`src/rtl/vc_credit_arbiter_if.sv`:
```
// vc_credit_arbiter_if: requester-side valid/ready bundle plus the credit-controlled link
interface vc_credit_arbiter_if #(
   parameter int N_REQ      = 4,
   parameter int DATA_WIDTH = 8,
   parameter int CREDIT_NUM = 2
);
   localparam int CW = $clog2(CREDIT_NUM + 1);
   logic [N_REQ*DATA_WIDTH-1:0] req_data;
   logic [N_REQ-1:0]            req_valid;
   logic [N_REQ-1:0]            req_last;
   logic [N_REQ-1:0]            req_ready;
   logic [DATA_WIDTH-1:0]       m_data;
   logic                        m_valid;
   logic                        m_credit;
   logic [CW-1:0]               credit_cnt;
   logic                        cred_ovf;
   modport master (
      output req_data, req_valid, req_last, m_credit,
      input  req_ready, m_data, m_valid, credit_cnt, cred_ovf
   );
   modport slave (
      input  req_data, req_valid, req_last, m_credit,
      output req_ready, m_data, m_valid, credit_cnt, cred_ovf
   );
endinterface

```
`src/rtl/vc_credit_arbiter.sv`:
```
// vc_credit_arbiter: packet-atomic round-robin arbiter feeding a credit-controlled valid link
module vc_credit_arbiter #(
   parameter int N_REQ      = 4,
   parameter int DATA_WIDTH = 8,
   parameter int CREDIT_NUM = 2
) (
   input logic               clk,
   input logic               rst_n,
   vc_credit_arbiter_if.slave bus
);
   localparam int IW = $clog2(N_REQ);
   localparam int CW = $clog2(CREDIT_NUM + 1);
   typedef enum logic {IDLE, LOCKED} state_t;
   state_t                state;
   logic [IW-1:0]         ptr, lock_idx, scan, j, w;
   logic [CW-1:0]         cnt;
   logic                  found, send;
   logic [DATA_WIDTH-1:0] data_arr [N_REQ];
   for (genvar g = 0; g < N_REQ; g++) begin : g_data
      assign data_arr[g] = bus.req_data[g*DATA_WIDTH +: DATA_WIDTH];
   end
   always_comb begin
      scan  = ptr;
      found = 1'b0;
      j     = '0;
      for (int k = 0; k < N_REQ; k++) begin
         j = IW'((int'(ptr) + k) % N_REQ);
         if (!found && bus.req_valid[j]) begin
            scan  = j;
            found = 1'b1;
         end
      end
   end
   assign w              = state == LOCKED ? lock_idx : scan;
   assign send           = cnt != '0 && bus.req_valid[w];
   assign bus.req_ready  = send ? N_REQ'(1) << w : '0;
   assign bus.credit_cnt = cnt;
   always_ff @(posedge clk) begin
      if (!rst_n) begin
         state       <= IDLE;
         ptr         <= '0;
         lock_idx    <= '0;
         cnt         <= CW'(CREDIT_NUM);
         bus.cred_ovf <= 1'b0;
         bus.m_valid <= 1'b0;
         bus.m_data  <= '0;
      end else begin
         bus.m_valid <= send;
         if (send) begin
            bus.m_data <= data_arr[w];
            ptr        <= w == IW'(N_REQ - 1) ? '0 : w + 1'b1;
            lock_idx   <= w;
            state      <= bus.req_last[w] ? IDLE : LOCKED;
         end
         // a credit returned with every slot already held is a protocol error: saturate and flag
         if (bus.m_credit && !send && cnt == CW'(CREDIT_NUM)) bus.cred_ovf <= 1'b1;
         else cnt <= cnt - CW'(send) + CW'(bus.m_credit);
      end
   end
endmodule

```
`src/flat_wrapper.sv`:
```
// flat-port wrapper written by rule: the top's interface ports become plain ports
module vc_credit_arbiter_flat 
#(
   parameter int N_REQ      = 4,
   parameter int DATA_WIDTH = 8,
   parameter int CREDIT_NUM = 2
)
  (clk, rst_n, bus_req_data, bus_req_valid, bus_req_last, bus_m_credit, bus_req_ready, bus_m_data, bus_m_valid, bus_credit_cnt, bus_cred_ovf);
  vc_credit_arbiter_if #(.N_REQ(N_REQ), .DATA_WIDTH(DATA_WIDTH), .CREDIT_NUM(CREDIT_NUM)) bus_i ();
  input logic clk;
  input logic rst_n;
  input wire logic [$bits(bus_i.req_data)-1:0] bus_req_data;
  input wire logic [$bits(bus_i.req_valid)-1:0] bus_req_valid;
  input wire logic [$bits(bus_i.req_last)-1:0] bus_req_last;
  input wire logic [$bits(bus_i.m_credit)-1:0] bus_m_credit;
  output wire logic [$bits(bus_i.req_ready)-1:0] bus_req_ready;
  output wire logic [$bits(bus_i.m_data)-1:0] bus_m_data;
  output wire logic [$bits(bus_i.m_valid)-1:0] bus_m_valid;
  output wire logic [$bits(bus_i.credit_cnt)-1:0] bus_credit_cnt;
  output wire logic [$bits(bus_i.cred_ovf)-1:0] bus_cred_ovf;
  assign bus_i.req_data = bus_req_data;
  assign bus_i.req_valid = bus_req_valid;
  assign bus_i.req_last = bus_req_last;
  assign bus_i.m_credit = bus_m_credit;
  assign bus_req_ready = bus_i.req_ready;
  assign bus_m_data = bus_i.m_data;
  assign bus_m_valid = bus_i.m_valid;
  assign bus_credit_cnt = bus_i.credit_cnt;
  assign bus_cred_ovf = bus_i.cred_ovf;
  vc_credit_arbiter #(.N_REQ(N_REQ), .DATA_WIDTH(DATA_WIDTH), .CREDIT_NUM(CREDIT_NUM)) u_core (.clk(clk), .rst_n(rst_n), .bus(bus_i));
endmodule
```
`config.mk`:
```
export PLATFORM = sky130hd
export DESIGN_NAME = vc_credit_arbiter_flat
export DESIGN_NICKNAME = d
export VERILOG_FILES = /design/src/rtl/vc_credit_arbiter_if.sv /design/src/rtl/vc_credit_arbiter.sv /design/src/flat_wrapper.sv
export SDC_FILE = /design/constraint.sdc
export NUM_CORES = 1
export LEC_CHECK = 0
export CAP_MARGIN = 20
export CORE_MARGIN = 5
export CORE_UTILIZATION = 45
export DETAILED_ROUTE_END_ITERATION = 12
export PLACE_DENSITY_LB_ADDON = 0.3
export SLEW_MARGIN = 15
export SYNTH_ARGS = -nofsm -noshare
export SYNTH_HDL_FRONTEND = slang
export SYNTH_SLANG_ARGS = --single-unit
```
`constraint.sdc`:
```
create_clock -name clk -period 4.3 [get_ports clk]
set_input_delay 0.645 -clock clk [delete_from_list [all_inputs] [get_ports clk]]
set_output_delay 0.645 -clock clk [all_outputs]
set_load 0.02 [all_outputs]
```
==> results.py <==
metrics = {
    "status": {
        "outcome": "complete, no violations",
    },
    "setup_path": {
        "cp_slowest_stage_delay_ns": 0.61,
        "cp_data_arrival_time_ns": 3.19,
        "cp-start-kind": "input port",
        "critical_path.top_delay_family": "buffers and inverters",
        "ff2ff_setup_slack_ns": 1.20,
        "critical_path_class": "input port to output pin",
        "critPathBufInv": 3,
        "required_ns": 3.65,
        "crit_path_end_kind": "output pin",
        "crit_path_top_delay_cell": "clkdlybuf4s50_1",
        "crit_chain": "clkdlybuf4s50_1, inv_2, maj3_2, a221oi_2, nand2_1, o22ai_4, and2_1, clkdlybuf4s50_1",
        "worst_path_most_repeated_cell": "clkdlybuf4s50_1",
        "cp_max_fo": 11,
    },
    "clock_network": {
        "clkSlewWorstSetupHoldPaths_ns": 0.10,
        "post-cts-setup-buffers": 0,
        "clockBufferDepth": 2,
        "hold_buffers": 0,
        "cts_htree_levels": 1,
        "clk_latency_ns": 0.28,
        "cts_root_buf": "clkbuf_4",
        "cts.sinks": 17,
        "tritoncts": "built",
        "numCtsBuffers": 3,
        "cts_resized": 0,
    },
    "global_routing": {
        "track_usage_pct": 18.4,
        "antenna_found_initial": 0,
        "grt_overflow_total": 0,
        "grt_pass1_wl_um": 6580,
        "grt_pass1_vias": 1477,
        "grt_max_degree": 22,
    },
    "synthesis": {
        "synth_area_leaders": "dfxtp_1 (23%), mux2i_1 (8.0%), o211ai_1 (7.5%), mux2_4 (5.0%), a21boi_1 (4.5%)",
        "syn_avg_cell_area_sq_um": 9.10,
        "syn_inst": 165,
        "synth_top_area_share_pct": 22.7,
        "synthMuxAreaShare_pct": 16.8,
        "yosysSeqAreaShare_pct": 22.7,
        "syn_area_sq_um": 1500,
        "synth_nets": 213,
        "yosysUniqueCellTypes": 48,
        "yosys.area.top_type": "dfxtp_1",
        "synth_top_family_by_area": "compound AO/OA/AOI/OAI gates",
        "synthXorXnorAreaFrac_pct": 0,
        "yosys.area_share.simple_pct": 14.0,
        "synth-seq-cells": 17,
        "synth_adder_area_share_pct": 4.92,
        "synth_compound_area_share_pct": 34.6,
        "ys_warn_count": 0,
    },
    "floorplan": {
        "initial_core_util_pct": 45.7,
        "io-pin-count": 59,
        "num_rows": 21,
        "die-area_sq_um": 4590,
        "core_area_sq_um": 3280,
        "die-width_um": 67.8,
        "dieHeight_um": 67.8,
    },
    "power": {
        "p_leak_nw": 0.834,
        "power_density_nw_per_um2": 657,
        "finalPower_w": 0.00139,
        "ir_drop_mv": 0.371,
    },
    "timing": {
        "clock_skew_ns": 0.00989,
        "setup_viol": 0,
        "relSlewSlack_pct": 54.0,
        "period_share_pct": 89.3,
        "rsz0062_at_grt": "false",
        "finalCriticalPeriod_ns": 3.84,
        "worstMarginPinSlew_ns": 0.689,
        "max_freq_ghz": 0.261,
        "setup_tns_ns": 0,
        "hold_violations": 0,
        "report.final.slew_viol_count": 0,
    },
    "drt": {
        "route.met3.wl_um": 236,
        "vias": 1492,
        "ant_nets": 0,
        "drt-initial-drc-count": 94,
        "vias_per_cell": 5.59,
        "firstDrtPassIters": 6,
        "top_layer": "met4",
        "wl_met1_um": 1900,
        "wl_per_cell_um": 15.6,
        "route.detailed.drc": 0,
        "drt_wl_total_um": 4160,
        "route.met2.wl_um": 1990,
    },
    "cells_and_area": {
        "fin_cells": 267,
        "final_common_cell": "clkdlybuf4s50_1",
        "drive_gt1_share_pct": 13.6,
        "fillCellCount": 290,
        "syn2layout_area_growth_pct": 41.2,
        "diodes": 0,
        "nets": 270,
        "layout.cells.most_common_list": "clkdlybuf4s50_1 (58), dfxtp_1 (17), o211ai_1 (15), mux2i_1 (12)",
    },
    "run": {
        "cap_violations": 0,
    },
    "place": {
        "portBuffers": 58,
        "dp_hpwl_um": 3190,
        "place_congestion": 0.752,
        "dp_cells": 263,
    },
    "worst_hold_path": {
        "min_path_type": "flop to flop",
    },
}
-- sequential cells by signal, indices dropped and copies added (netlist names) --
register               cells
u_core.lock_idx            2
u_core.ptr                 2
u_core.bus.m_valid         1
u_core.bus.cred_ovf        1
u_core.state               1
u_core.bus.credit_cnt      2
u_core.bus.m_data          8
-- final timing paths --
kind	from	endpoint	cells after the start
max	bus_req_valid[2]	bus_req_ready[3]	8
max reg2reg	u_core.state	u_core.bus.credit_cnt[1]	10
min reg2reg	u_core.bus.cred_ovf	u_core.bus.cred_ovf	1
min	u_core.bus.cred_ovf	u_core.bus.cred_ovf	1
-- worst register-to-register path: cells and delay by family (launching register included) --
kind	cells	cell delay (ns)
muxes	2	0.56
adders and majority gates	1	0.21
DFF	1	0.77
AOI/OAI and AO/OA	4	0.60
and+or+nand+nor	3	0.90
-- routing by layer --
| layer | track usage, % | up-vias |
|---|---|---|
| met5 | 0 | - |
| met4 | 4.81 | 0 |
| met3 | 2.83 | 6 |
| met2 | 31.0 | 52 |
| met1 | 24.2 | 696 |
| li1 | - | 738 |
-- power by group --
group | switching (W) | total, W | internal [W]
sequential | 0.0000759 | 0.000305 | 0.000230
combinational | 0.000517 | 0.00100 | 0.000486
clock | 0.0000474 | 0.0000833 | 0.0000359
total | 0.000641 | 0.00139 | 0.000752
-- cells in the mapped netlist, drive strengths merged --
cell and number:
o22ai 1, and3b 1, o211a 1, a21oi 3, nor4 1, nor3b 1, a221oi 1, a22oi 9
buf 9, and3 1, a21boi 12, o211ai 16, ha 5, mux2i 12, o21ai 13, a31oi 1
nor3 3, nand3 1, nor2b 5, o21ba 1, nand4bb 1, a211oi 1, mux2 10, and2 6
dfxtp 17, o221a 1, inv 4, o21bai 1, o311ai 1, o31ai 3, or2 1, o21a 2
nand2b 4, maj3 1, nand2 6, clkbuf 3, nor2 6
-- layout make-up --
type	count	area [sq um]	share of cell area, %
Inverter	4	15.0	0.708
Timing Repair Buffer	64	626	29.5
Tap cell	46	57.6	2.72
Sequential cell	17	340	16.1
Clock buffer	4	26.3	1.24
Multi-Input combinational cell	132	1050	49.8
-- logic make-up after synthesis --
family,after synthesis
flip-flops,17
multiplexers,22
adder cells (fa/ha/maj),6
AND/OR/NAND/NOR,37
buffers and inverters,16
AO/OA/AOI/OAI,67
-- through the flow --
| step | hold WS (ns) | cell area (sq um) | utilization (%) | setup slack, ns |
|---|---|---|---|---|
| after global placement | 0.450 | 2090 | 63.7 | 0.570 |
| after global routing | 0.514 | 2120 | 64.5 | 0.336 |
| after detailed placement | 0.461 | 2090 | 63.7 | 0.485 |
| final | 0.480 | 2120 | 64.5 | 0.461 |
| after floorplan | 0.512 | 1500 | - | 1.45 |
| after CTS | 0.483 | 2120 | 64.5 | 0.470 |
No activity file was read; power rests on OpenSTA's default activity.
